**src/rtl/tilemap_arbiter_pkg.sv**
```systemverilog
// rtl/tilemap_arbiter_pkg.sv - shared widths, types and tile codes for the tile-map arbiter
package tilemap_arbiter_pkg;

    localparam int TILE_ADDR_WIDTH = 10;   // 28x36 = 1008 tiles
    localparam int TILE_DATA_WIDTH = 4;

    typedef logic [TILE_ADDR_WIDTH-1:0] tile_addr_t;
    typedef logic [TILE_DATA_WIDTH-1:0] tile_t;

    typedef struct packed {
        tile_addr_t addr;
        tile_t      data;
    } wr_req_t;

    localparam tile_t TILE_EMPTY  = 4'd0;
    localparam tile_t TILE_DOT    = 4'd1;
    localparam tile_t TILE_PELLET = 4'd2;
    localparam tile_t TILE_WALL   = 4'd3;

endpackage

```
**src/rtl/tilemap_arbiter_if.sv**
```systemverilog
// rtl/tilemap_arbiter_if.sv - draw/game/RAM bundle shared by the arbiter and its clients
// Ports (slave = arbiter side):
//   display_enabled                        visible-area flag
//   draw_rd_en/addr -> draw_rd_data/valid  drawing pipeline reads, fixed latency
//   game_wr_valid/ready/addr/data          buffered game writes
//   game_rd_req/addr -> game_rd_ack/data   game reads, req/ack
//   wr_fifo_empty                          no pending writes
//   ram_en/we/addr/wdata, ram_rdata        single-port tile RAM
interface tilemap_arbiter_if
    import tilemap_arbiter_pkg::*;
#(
    parameter int ADDR_WIDTH = TILE_ADDR_WIDTH,
    parameter int DATA_WIDTH = TILE_DATA_WIDTH
) ();
    logic                  display_enabled;
    logic                  draw_rd_en;
    logic [ADDR_WIDTH-1:0] draw_rd_addr;
    logic [DATA_WIDTH-1:0] draw_rd_data;
    logic                  draw_rd_valid;
    logic                  game_wr_valid;
    logic                  game_wr_ready;
    logic [ADDR_WIDTH-1:0] game_wr_addr;
    logic [DATA_WIDTH-1:0] game_wr_data;
    logic                  game_rd_req;
    logic [ADDR_WIDTH-1:0] game_rd_addr;
    logic                  game_rd_ack;
    logic [DATA_WIDTH-1:0] game_rd_data;
    logic                  wr_fifo_empty;
    logic                  ram_en;
    logic                  ram_we;
    logic [ADDR_WIDTH-1:0] ram_addr;
    logic [DATA_WIDTH-1:0] ram_wdata;
    logic [DATA_WIDTH-1:0] ram_rdata;

    modport slave (
        input  display_enabled, draw_rd_en, draw_rd_addr,
               game_wr_valid, game_wr_addr, game_wr_data,
               game_rd_req, game_rd_addr, ram_rdata,
        output draw_rd_data, draw_rd_valid, game_wr_ready,
               game_rd_ack, game_rd_data, wr_fifo_empty,
               ram_en, ram_we, ram_addr, ram_wdata
    );

    modport master (
        output display_enabled, draw_rd_en, draw_rd_addr,
               game_wr_valid, game_wr_addr, game_wr_data,
               game_rd_req, game_rd_addr, ram_rdata,
        input  draw_rd_data, draw_rd_valid, game_wr_ready,
               game_rd_ack, game_rd_data, wr_fifo_empty,
               ram_en, ram_we, ram_addr, ram_wdata
    );

endinterface

```
**src/rtl/tilemap_arbiter_sync_fifo.sv**
```systemverilog
// rtl/tilemap_arbiter_sync_fifo.sv - first-word-fall-through FIFO with typed payload
// Ports: clk, rst (async, active-high); push/push_data; pop/pop_data (head);
//        full, empty, count (all from the registered count)
module sync_fifo
    import tilemap_arbiter_pkg::*;
#(
    parameter int  DEPTH = 4,
    parameter type T     = wr_req_t
) (
    input  logic                   clk,
    input  logic                   rst,
    input  logic                   push,
    input  T                       push_data,
    input  logic                   pop,
    output T                       pop_data,
    output logic                   full,
    output logic                   empty,
    output logic [$clog2(DEPTH):0] count
);
    localparam int PW = $clog2(DEPTH);

    T              mem [DEPTH];
    logic [PW-1:0] wr_ptr;
    logic [PW-1:0] rd_ptr;
    logic          do_push;
    logic          do_pop;

    assign full     = (count == (PW+1)'(DEPTH));
    assign empty    = (count == '0);
    assign do_push  = push && !full;   // refused when full even if popping this cycle
    assign do_pop   = pop && !empty;
    assign pop_data = mem[rd_ptr];

    // Pointers are exactly PW bits wide, so DEPTH being a power of two makes them wrap for free.
    always_ff @(posedge clk or posedge rst) begin
        if (rst) begin
            wr_ptr <= '0;
            rd_ptr <= '0;
            count  <= '0;
        end else begin
            if (do_push) wr_ptr <= wr_ptr + 1'b1;
            if (do_pop)  rd_ptr <= rd_ptr + 1'b1;
            case ({do_push, do_pop})
                2'b10:   count <= count + 1'b1;
                2'b01:   count <= count - 1'b1;
                default: count <= count;
            endcase
        end
    end

    always_ff @(posedge clk) begin
        if (do_push) mem[wr_ptr] <= push_data;
    end

endmodule

```
**src/rtl/tilemap_arbiter.sv**
```systemverilog
// rtl/tilemap_arbiter.sv - shares the single-port tile RAM between drawing and game logic
// Ports: vga_pix_clk; rst (async, active-high); bus (tilemap_arbiter_if.slave) carrying
//        draw reads, buffered game writes, game req/ack reads and the RAM port.
// Issue order each cycle: draw read, then FIFO head write (blanking only unless
// WR_BLANK_ONLY = 0), then game read (idle and FIFO empty).
module tilemap_arbiter
    import tilemap_arbiter_pkg::*;
#(
    parameter int ADDR_WIDTH    = TILE_ADDR_WIDTH,
    parameter int DATA_WIDTH    = TILE_DATA_WIDTH,
    parameter int FIFO_DEPTH    = 4,
    parameter bit WR_BLANK_ONLY = 1'b1
) (
    input  logic             vga_pix_clk,
    input  logic             rst,
    tilemap_arbiter_if.slave bus
);
    localparam int CW = $clog2(FIFO_DEPTH) + 1;

    typedef struct packed {
        logic [ADDR_WIDTH-1:0] addr;
        logic [DATA_WIDTH-1:0] data;
    } req_t;

    typedef enum logic {IDLE, GRD_WAIT} state_t;

    state_t                state;
    req_t                  push_req;
    req_t                  head;
    logic                  full;
    logic                  empty;
    logic [CW-1:0]         count;
    logic                  push;
    logic                  issue_draw;
    logic                  issue_wr;
    logic                  issue_grd;
    logic                  draw_valid_q;
    logic                  ack_q;
    logic [DATA_WIDTH-1:0] grd_data_q;

    assign push_req = {bus.game_wr_addr, bus.game_wr_data};
    assign push     = bus.game_wr_valid && !full;

    sync_fifo #(
        .DEPTH (FIFO_DEPTH),
        .T     (req_t)
    ) u_wr_fifo (
        .clk       (vga_pix_clk),
        .rst       (rst),
        .push      (push),
        .push_data (push_req),
        .pop       (issue_wr),
        .pop_data  (head),
        .full      (full),
        .empty     (empty),
        .count     (count)
    );

    // The ack cycle is excluded from issuing so a requester that drops req on seeing
    // ack is not served twice; req still high one cycle later is a fresh request.
    always_comb begin
        issue_draw = bus.draw_rd_en;
        issue_wr   = !issue_draw && !empty && (!WR_BLANK_ONLY || !bus.display_enabled);
        issue_grd  = !issue_draw && !issue_wr && empty && (state == IDLE) && !ack_q
                     && bus.game_rd_req;

        bus.ram_en    = 1'b0;
        bus.ram_we    = 1'b0;
        bus.ram_addr  = '0;
        bus.ram_wdata = '0;
        if (issue_draw) begin
            bus.ram_en   = 1'b1;
            bus.ram_addr = bus.draw_rd_addr;
        end else if (issue_wr) begin
            bus.ram_en    = 1'b1;
            bus.ram_we    = 1'b1;
            bus.ram_addr  = head.addr;
            bus.ram_wdata = head.data;
        end else if (issue_grd) begin
            bus.ram_en   = 1'b1;
            bus.ram_addr = bus.game_rd_addr;
        end
    end

    always_ff @(posedge vga_pix_clk or posedge rst) begin
        if (rst) begin
            state        <= IDLE;
            draw_valid_q <= 1'b0;
            ack_q        <= 1'b0;
            grd_data_q   <= '0;
        end else begin
            draw_valid_q <= issue_draw;
            case (state)
                IDLE: begin
                    ack_q <= 1'b0;
                    if (issue_grd) state <= GRD_WAIT;
                end
                GRD_WAIT: begin
                    ack_q      <= 1'b1;
                    grd_data_q <= bus.ram_rdata;
                    state      <= IDLE;
                end
                default: state <= IDLE;
            endcase
        end
    end

    // The RAM already spends the one cycle of draw latency, so its read data is
    // forwarded in the cycle after issue rather than registered a second time.
    assign bus.draw_rd_valid = draw_valid_q;
    assign bus.draw_rd_data  = draw_valid_q ? bus.ram_rdata : '0;
    assign bus.game_rd_ack   = ack_q;
    assign bus.game_rd_data  = grd_data_q;
    assign bus.game_wr_ready = (count < CW'(FIFO_DEPTH));
    assign bus.wr_fifo_empty = empty;

endmodule

```
**src/flat_wrapper.sv**
```systemverilog
// flat-port wrapper written by rule: the top's interface ports become plain ports
module tilemap_arbiter_flat import tilemap_arbiter_pkg::*;
#(
    parameter int ADDR_WIDTH    = TILE_ADDR_WIDTH,
    parameter int DATA_WIDTH    = TILE_DATA_WIDTH,
    parameter int FIFO_DEPTH    = 4,
    parameter bit WR_BLANK_ONLY = 1'b1
)
  (vga_pix_clk, rst, bus_display_enabled, bus_draw_rd_en, bus_draw_rd_addr, bus_game_wr_valid, bus_game_wr_addr, bus_game_wr_data, bus_game_rd_req, bus_game_rd_addr, bus_ram_rdata, bus_draw_rd_data, bus_draw_rd_valid, bus_game_wr_ready, bus_game_rd_ack, bus_game_rd_data, bus_wr_fifo_empty, bus_ram_en, bus_ram_we, bus_ram_addr, bus_ram_wdata);
  tilemap_arbiter_if #(.ADDR_WIDTH(ADDR_WIDTH), .DATA_WIDTH(DATA_WIDTH)) bus_i ();
  input  logic vga_pix_clk;
  input  logic rst;
  input wire logic [$bits(bus_i.display_enabled)-1:0] bus_display_enabled;
  input wire logic [$bits(bus_i.draw_rd_en)-1:0] bus_draw_rd_en;
  input wire logic [$bits(bus_i.draw_rd_addr)-1:0] bus_draw_rd_addr;
  input wire logic [$bits(bus_i.game_wr_valid)-1:0] bus_game_wr_valid;
  input wire logic [$bits(bus_i.game_wr_addr)-1:0] bus_game_wr_addr;
  input wire logic [$bits(bus_i.game_wr_data)-1:0] bus_game_wr_data;
  input wire logic [$bits(bus_i.game_rd_req)-1:0] bus_game_rd_req;
  input wire logic [$bits(bus_i.game_rd_addr)-1:0] bus_game_rd_addr;
  input wire logic [$bits(bus_i.ram_rdata)-1:0] bus_ram_rdata;
  output wire logic [$bits(bus_i.draw_rd_data)-1:0] bus_draw_rd_data;
  output wire logic [$bits(bus_i.draw_rd_valid)-1:0] bus_draw_rd_valid;
  output wire logic [$bits(bus_i.game_wr_ready)-1:0] bus_game_wr_ready;
  output wire logic [$bits(bus_i.game_rd_ack)-1:0] bus_game_rd_ack;
  output wire logic [$bits(bus_i.game_rd_data)-1:0] bus_game_rd_data;
  output wire logic [$bits(bus_i.wr_fifo_empty)-1:0] bus_wr_fifo_empty;
  output wire logic [$bits(bus_i.ram_en)-1:0] bus_ram_en;
  output wire logic [$bits(bus_i.ram_we)-1:0] bus_ram_we;
  output wire logic [$bits(bus_i.ram_addr)-1:0] bus_ram_addr;
  output wire logic [$bits(bus_i.ram_wdata)-1:0] bus_ram_wdata;
  assign bus_i.display_enabled = bus_display_enabled;
  assign bus_i.draw_rd_en = bus_draw_rd_en;
  assign bus_i.draw_rd_addr = bus_draw_rd_addr;
  assign bus_i.game_wr_valid = bus_game_wr_valid;
  assign bus_i.game_wr_addr = bus_game_wr_addr;
  assign bus_i.game_wr_data = bus_game_wr_data;
  assign bus_i.game_rd_req = bus_game_rd_req;
  assign bus_i.game_rd_addr = bus_game_rd_addr;
  assign bus_i.ram_rdata = bus_ram_rdata;
  assign bus_draw_rd_data = bus_i.draw_rd_data;
  assign bus_draw_rd_valid = bus_i.draw_rd_valid;
  assign bus_game_wr_ready = bus_i.game_wr_ready;
  assign bus_game_rd_ack = bus_i.game_rd_ack;
  assign bus_game_rd_data = bus_i.game_rd_data;
  assign bus_wr_fifo_empty = bus_i.wr_fifo_empty;
  assign bus_ram_en = bus_i.ram_en;
  assign bus_ram_we = bus_i.ram_we;
  assign bus_ram_addr = bus_i.ram_addr;
  assign bus_ram_wdata = bus_i.ram_wdata;
  tilemap_arbiter #(.ADDR_WIDTH(ADDR_WIDTH), .DATA_WIDTH(DATA_WIDTH), .FIFO_DEPTH(FIFO_DEPTH), .WR_BLANK_ONLY(WR_BLANK_ONLY)) u_core (.vga_pix_clk(vga_pix_clk), .rst(rst), .bus(bus_i));
endmodule
```
**config.mk**
```make
export PLATFORM = sky130hd
export DESIGN_NAME = tilemap_arbiter_flat
export DESIGN_NICKNAME = d
export VERILOG_FILES = /design/src/rtl/tilemap_arbiter_pkg.sv /design/src/rtl/tilemap_arbiter_if.sv /design/src/rtl/tilemap_arbiter_sync_fifo.sv /design/src/rtl/tilemap_arbiter.sv /design/src/flat_wrapper.sv
export SDC_FILE = /design/constraint.sdc
export NUM_CORES = 1
export LEC_CHECK = 0
export ABC_AREA = 1
export CAP_MARGIN = 10
export CORE_MARGIN = 3
export CORE_UTILIZATION = 51
export CTS_CLUSTER_DIAMETER = 60
export DETAILED_ROUTE_END_ITERATION = 10
export PLACE_DENSITY_LB_ADDON = 0.12
export SETUP_SLACK_MARGIN = 0.02
export SKIP_LAST_GASP = 1
export SYNTH_ARGS = -nofsm -noshare
export SYNTH_HDL_FRONTEND = slang
export SYNTH_HIERARCHICAL = 1
export SYNTH_SLANG_ARGS = --single-unit
```
**constraint.sdc**
```tcl
create_clock -name vga_pix_clk -period 2.3 [get_ports vga_pix_clk]
set_input_delay 0.575 -clock vga_pix_clk [delete_from_list [all_inputs] [get_ports vga_pix_clk]]
set_output_delay 0.575 -clock vga_pix_clk [all_outputs]
set_load 0.05 [all_outputs]
```
==> results of run 1 <==
[kinds of logic after synthesis]
logic type               share of synthesized area
multiplexers                                0.0135
XOR/XNOR                                   0.00263
flip-flops                                   0.610
AND/OR/NAND/NOR                              0.162
AO/OA/AOI/OAI                               0.0811
buffers and inverters                        0.106
adder cells (fa/ha/maj)                     0.0248
[layout make-up]
type                    count  area share
clock buffers               9      0.0254
multi-input cells         167       0.216
inverters                  62      0.0498
clock inverters             6      0.0128
repair buffers            108       0.260
well taps                  75      0.0193
flip-flops and latches     70       0.417
[worst max path at each step]
stage	start	to	slack [ns]	cells after the start
2_1_floorplan	u_core/u_wr_fifo/count[2]	bus_ram_wdata[0]	-0.11	8
3_3_place_gp	bus_draw_rd_en	bus_ram_wdata[0]	-0.08	5
3_5_place_dp	bus_draw_rd_en	u_core/u_wr_fifo/count[2]	-0.17	11
4_1_cts	bus_display_enabled	bus_ram_wdata[1]	-0.02	7
5_1_grt	u_core/u_wr_fifo/count[2]	bus_ram_addr[5]	-0.09	9
6_report	u_core/u_wr_fifo/count[2]	bus_ram_addr[0]	0.02	9
[Yosys cell counts]
cell type,n,area share
nor2_1,10,0.011
buf_2,6,0.0090
dfrtp_1,14,0.11
inv_1,56,0.063
o211ai_1,17,0.038
o211ai_2,11,0.041
nand2_2,1,0.0019
clkinv_2,1,0.0015
mux2_2,4,0.014
nand3b_1,1,0.0023
edfxtp_1,56,0.50
nand3_1,18,0.027
nor2_2,3,0.0056
o21ai_0,1,0.0015
inv_2,4,0.0045
nand4_1,11,0.021
ha_1,5,0.019
inv_4,1,0.0019
buf_4,1,0.0023
xnor2_1,1,0.0026
fa_1,1,0.0060
buf_6,7,0.024
nand2_1,83,0.094
[layout by cell type (no fill, tap or decap), types with 5 or more instances in the layout]
| cell | Yosys | routed |
|---|---|---|
| nand4_1 | 11 | 11 |
| buf_4 | 1 | 29 |
| inv_1 | 56 | 54 |
| nand3_2 | 0 | 10 |
| o211ai_1 | 17 | 17 |
| dfrtp_1 | 14 | 14 |
| nand2_2 | 1 | 5 |
| edfxtp_1 | 56 | 56 |
| nor2_1 | 10 | 6 |
| o211ai_2 | 11 | 11 |
| clkdlybuf4s50_1 | 0 | 47 |
| nand3_1 | 18 | 7 |
| buf_12 | 0 | 22 |
| buf_6 | 7 | 5 |
| nand2_1 | 83 | 79 |
| clkbuf_8 | 0 | 9 |
[what timing repair did]
action | CTS | global route
buffers inserted | 10 | 2
gates resized for setup | 30 | 12
endpoints found under the setup margin | 15 | 16
cloned | 1 | 2
pin swaps | 9 | 13
[state kept, by name, summed over array words and instances (netlist names)]
register	count
u_core/u_wr_fifo/rd_ptr	2
u_core/u_wr_fifo/wr_ptr	2
u_core/u_wr_fifo/count	3
u_core/u_wr_fifo/mem	56
u_core/bus.game_rd_ack	1
u_core/state	1
u_core/bus.game_rd_data	4
u_core/bus.draw_rd_valid	1
[stage by stage]
stage | power [uW] | utilization | hold WS (ns) | std cells | TNS, ns
floorplan | 3460 | - | 0.378 | 313 | -1.18
global placement | 4310 | 0.717 | 0.481 | 467 | -0.989
detailed placement | 4370 | 0.717 | 0.482 | 467 | -1.36
CTS | 5560 | 0.778 | 0.490 | 493 | -0.0166
global route | 6130 | 0.795 | 0.527 | 497 | -0.781
finish | 5770 | 0.795 | 0.512 | 497 | 0
[routing by layer]
| metal | wire length [um] | GRT usage | vias to the layer above |
|---|---|---|---|
| met5 | 0 | 0 | - |
| met4 | 66 | 0.0737 | 0 |
| met3 | 580 | 0.0627 | 7 |
| met2 | 4190 | 0.385 | 90 |
| met1 | 3380 | 0.285 | 1241 |
| li1 | - | - | 1246 |
[where the power goes]
part	switching (uW)	leakage, uW	internal (uW)	total, uW
registers	135	0.000685	1690	1830
logic	1730	0.00141	1260	3000
clock network	452	0.0000891	493	945
total	2320	0.00219	3450	5770
==> metrics.yaml, run 1 <==
worst_hold_path:
  min_from: "u_core/bus.game_rd_data[0]"
  whs_path_depth: 1
  hold_class: "flip-flop to flip-flop"
  hold-path-endpoint: "u_core/bus.game_rd_data[0]"
run:
  maxCapViolations: 0
sta:
  layout_min_cycle_time_ns: 2.28
  fin_crit_sh: 0.993
  timing.fmax_mhz: 438
  slew_headroom: 0.658
  skew_ns: 0.00970
  tightest_slew_ns: 0.512
  finalWorstSetupSlack_ns: 0.0171
  hold_violations: 0
  final_max_slew_viol_count: 0
  setup_viol_count_final: 0
  grt_setup_unrepaired: "true"
cts:
  clkTransAtPathRegs_ns: 0.08
  clock_path_buffers: 2
  cts_tree: "built"
  cts.sinks: 70
  root_buffer: "clkbuf_8"
  htree_num_levels: 3
  hold_buffers: 0
  clk_latency_ns: 0.33
  cts_buffers: 9
floorplan:
  fp.dieArea_sq_um: 7540
  fp-row-count: 28
  fp.dieH_um: 86.8
  num_io_pins: 72
  initial_core_util: 0.543
  dieWidth_um: 86.8
  coreArea_sq_um: 6130
worst_setup_path:
  path_buf_inv: 5
  cp_common_cell: "inv_4"
  worstPathArrival_ns: 1.71
  path_class: "flip-flop to primary output"
  crit_path_max_incr_delay_ns: 0.40
  r2r-end: "u_core/u_wr_fifo/count[2]"
  reg2reg_from: "u_core/u_wr_fifo/count[0]"
  cp-start-kind: "flip-flop"
  slowest_stage: "dfrtp_1"
  cp_top_family: "buffers and inverters"
  cp.required_ns: 1.73
  crit_path_cell_trace: "inv_2 -> nand3_4 -> inv_4 -> inv_4 -> nor2_4 -> buf_6 -> nand4_1 -> nand3_2 -> buf_12"
  cp_max_fo: 5
  cp-end-kind: "primary output"
  reg2regPathDepth: 16
  ff2ff_setup_slack_ns: 0.17
yosys:
  syn_area_per_cell_sq_um: 10.6
  ys_ff_latch: 70
  syn-num-nets: 363
  postSynthCellCount: 313
  ys_warn_count: 6
  ys_seq_area_frac: 0.610
  netlist_area_sq_um: 3330
  synth_cell_type_count: 23
cells_and_area:
  nets: 468
  final_cell_area_sq_um: 4870
  synthToLayoutAreaGrowth_pct: 46.2
  antenna_cells_inserted: 0
  seq_area_sq_um: 2030
  multiInputGateArea_sq_um: 1050
  layout-drive-gt1-share: 0.282
  fillers: 387
placement:
  postPlaceCellArea_sq_um: 4400
  place_congestion: 0.814
  portBuffers: 71
  dpl.hpwl_mm: 5.27
  place_ws_ns: -0.167
drt:
  wl_mm: 8.22
  route.detailed.wl_per_inst_um: 16.5
  viasPerCell: 5.20
  ant_nets: 0
  drt_iter0_drc: 170
  drtPass1Iterations: 4
  vias: 2584
  drc: 0
global_routing:
  track_usage: 0.229
  grt_start_max_net_pins: 30
  grt_pass1_vias: 2615
  grt-ovfl-total: 0
  grt_pass1_wl_mm: 12.8
  antenna_found_initial: 0
outcome:
  status: "finished clean"
power:
  power.leakage_uw: 0.00219
  irDropWorstVdd_mv: 0.766
  power_density_nw_per_um2: 1180
No activity file was read; power rests on OpenSTA's default activity.
==> run 2, diff against run 1 <==
- SETUP_SLACK_MARGIN: 0.02 -> default
==> run 2 against run 1 <==
Against the previous run:
- die area unchanged
- the flow now finishes with violations (setup timing)
- sequential share of layout area grew 0.32 points
- largest cell class unchanged
- register-to-register slack better by 0.04 ns
==> metrics.yaml, run 2 (same netlist as run 1, synthesis figures left out) <==
outcome:
  status: "finished with violations"
  violations: "setup timing"
sta:
  setup_viol_count_final: 1
  skew_ns: 0.0124
  hold_violations: 0
  tns_ns: -0.0260
  final_max_slew_viol_count: 0
  timing.fmax_mhz: 430
  layout_min_cycle_time_ns: 2.33
  slew_headroom: 0.661
  grt_setup_unrepaired: "true"
  finalWorstSetupSlack_ns: -0.0260
  tightest_slew_ns: 0.508
  fin_crit_sh: 1.01
power:
  pwr-share-seq: 0.320
  power.leakage_uw: 0.00216
  power_density_nw_per_um2: 1180
  irDropWorstVdd_mv: 0.757
  p_int_uw: 3410
  p_clk_frac: 0.165
  switching_share: 0.402
  switching_power_uw: 2300
  pwr-share-comb: 0.515
  power_uw: 5710
drt:
  vias: 2578
  drtPass1Iterations: 4
  route.detailed.wl_per_inst_um: 16.5
  drt_iter0_drc: 212
  viasPerCell: 5.22
  drc: 0
  wl_mm: 8.16
  ant_nets: 0
worst_setup_path:
  cp-start-kind: "primary input"
  path_class: "primary input to primary output"
  crit_path_max_incr_delay_ns: 0.46
  cp-end-kind: "primary output"
  cp.required_ns: 1.73
  cp_max_fo: 5
  worstPathArrival_ns: 1.75
  crit_path_cell_trace: "clkdlybuf4s50_1 -> inv_1 -> nand2_2 -> nor2_4 -> inv_2 -> nand3b_1 -> buf_12"
  slowest_stage: "clkdlybuf4s50_1"
worst_hold_path:
  hold_class: "primary input to async pin"
cells_and_area:
  finalNonFillerCells: 494
  mostFrequentLayoutCells: "nand2_1, edfxtp_1, inv_1, clkdlybuf4s50_1, buf_4"
  layout-drive-gt1-share: 0.267
  nets: 465
  antenna_cells_inserted: 0
  largest_reg_flops: 56
  synthToLayoutAreaGrowth_pct: 45.1
  fillers: 392
  layout_commonest_cell: "nand2_1"
  largest_register: "u_core/u_wr_fifo/mem"
cts:
  htree_num_levels: 3
  cts_buffers: 9
  clk_latency_ns: 0.34
  cts_tree: "built"
  root_buffer: "clkbuf_8"
  clkTransAtPathRegs_ns: 0.07
  clock_path_buffers: 2
  cts.sinks: 70
global_routing:
  grt_start_max_net_pins: 30
  grt_pass1_vias: 2542
  grt_util_met1: 0.283
  grt-ovfl-total: 0
  grt_use_met3: 0.0627
  grt_pass1_wl_mm: 12.4
  grtUsageMet2: 0.363
  antenna_found_initial: 0
  track_usage: 0.220
  grt_most_used_layer: "met2"
floorplan:
  dieWidth_um: 86.8
  num_io_pins: 72
  fp.dieH_um: 86.8
  fp-row-count: 28
  initial_core_util: 0.543
  fp.dieArea_sq_um: 7540
  coreArea_sq_um: 6130
placement:
  place_inst: 467
  place_ws_ns: -0.167
  place_congestion: 0.814
  dpl.hpwl_mm: 5.27
  portBuffers: 71
run:
  maxCapViolations: 0
run 2: cell type report:
| class | instances | area [sq um] | area share |
|---|---|---|---|
| Sequential cell | 70 | 2030 | 0.420 |
| Clock inverter | 6 | 62.6 | 0.0129 |
| Inverter | 62 | 243 | 0.0502 |
| Tap cell | 75 | 93.8 | 0.0194 |
| Multi-Input combinational cell | 167 | 1040 | 0.215 |
| Clock buffer | 9 | 124 | 0.0256 |
| Timing Repair Buffer | 105 | 1240 | 0.256 |
run 2: path summary, 6_finish.rpt:
check | startpoint | end | slack, ns | cells after the start
worst min register to register | u_core/bus.game_rd_data[0] | u_core/bus.game_rd_data[0] | 0.51 | 1
worst min-delay path | rst | u_core/state | 0.51 | 2
worst max register to register | u_core/u_wr_fifo/count[0] | u_core/u_wr_fifo/count[2] | 0.21 | 16
min in group vga_pix_clk | u_core/bus.game_rd_data[0] | u_core/bus.game_rd_data[0] | 0.51 | 1
max in group asynchronous | rst | u_core/u_wr_fifo/count[1] | 1.51 | 2
worst max-delay path | bus_display_enabled | bus_ram_en | -0.03 | 7
run 2: repair_timing:
item,CTS,global route
pin swaps,0,4
hold buffers,0,0
gates cloned,0,3
resized for setup,18,19
buffers inserted,5,4
setup endpoints to repair,15,17
run 2: routing by layer:
layer	wire, um	vias up	part of all wire
met2	4160	86	0.51
met5	0	-	0
met4	112	0	0.014
met3	568	14	0.070
li1	-	1235	-
met1	3320	1243	0.41
run 2: worst max-delay path: cells and delay by family:
kind / cells / cell delay [ns]
buffers and inverters: 4 / 0.88
and+or+nand+nor: 3 / 0.30
run 2: power by group through the flow:
stage | clock, uW | sequential, uW | combinational [uW]
after floorplan | 0 | 1950 | 1510
after global placement | 0 | 1830 | 2470
after detailed placement | 0 | 1850 | 2520
after CTS | 966 | 1820 | 2660
after global routing | 1040 | 1850 | 3180
final | 943 | 1830 | 2940
run 2: per-stage QoR:
step / hold WS (ns) / instance area [sq um] / utilization
2_1_floorplan: 0.378 / 3330 / -
3_3_place_gp: 0.481 / 4400 / 0.717
3_5_place_dp: 0.482 / 4400 / 0.717
4_1_cts: 0.490 / 4680 / 0.764
5_1_grt: 0.522 / 4830 / 0.789
6_report: 0.511 / 4830 / 0.789
==> run 3, diff against run 2 <==
- CTS_CLUSTER_SIZE: default -> 40
==> results of run 3 <==
Same layout as run 2: the final DEF is identical, and so are final timing and power.
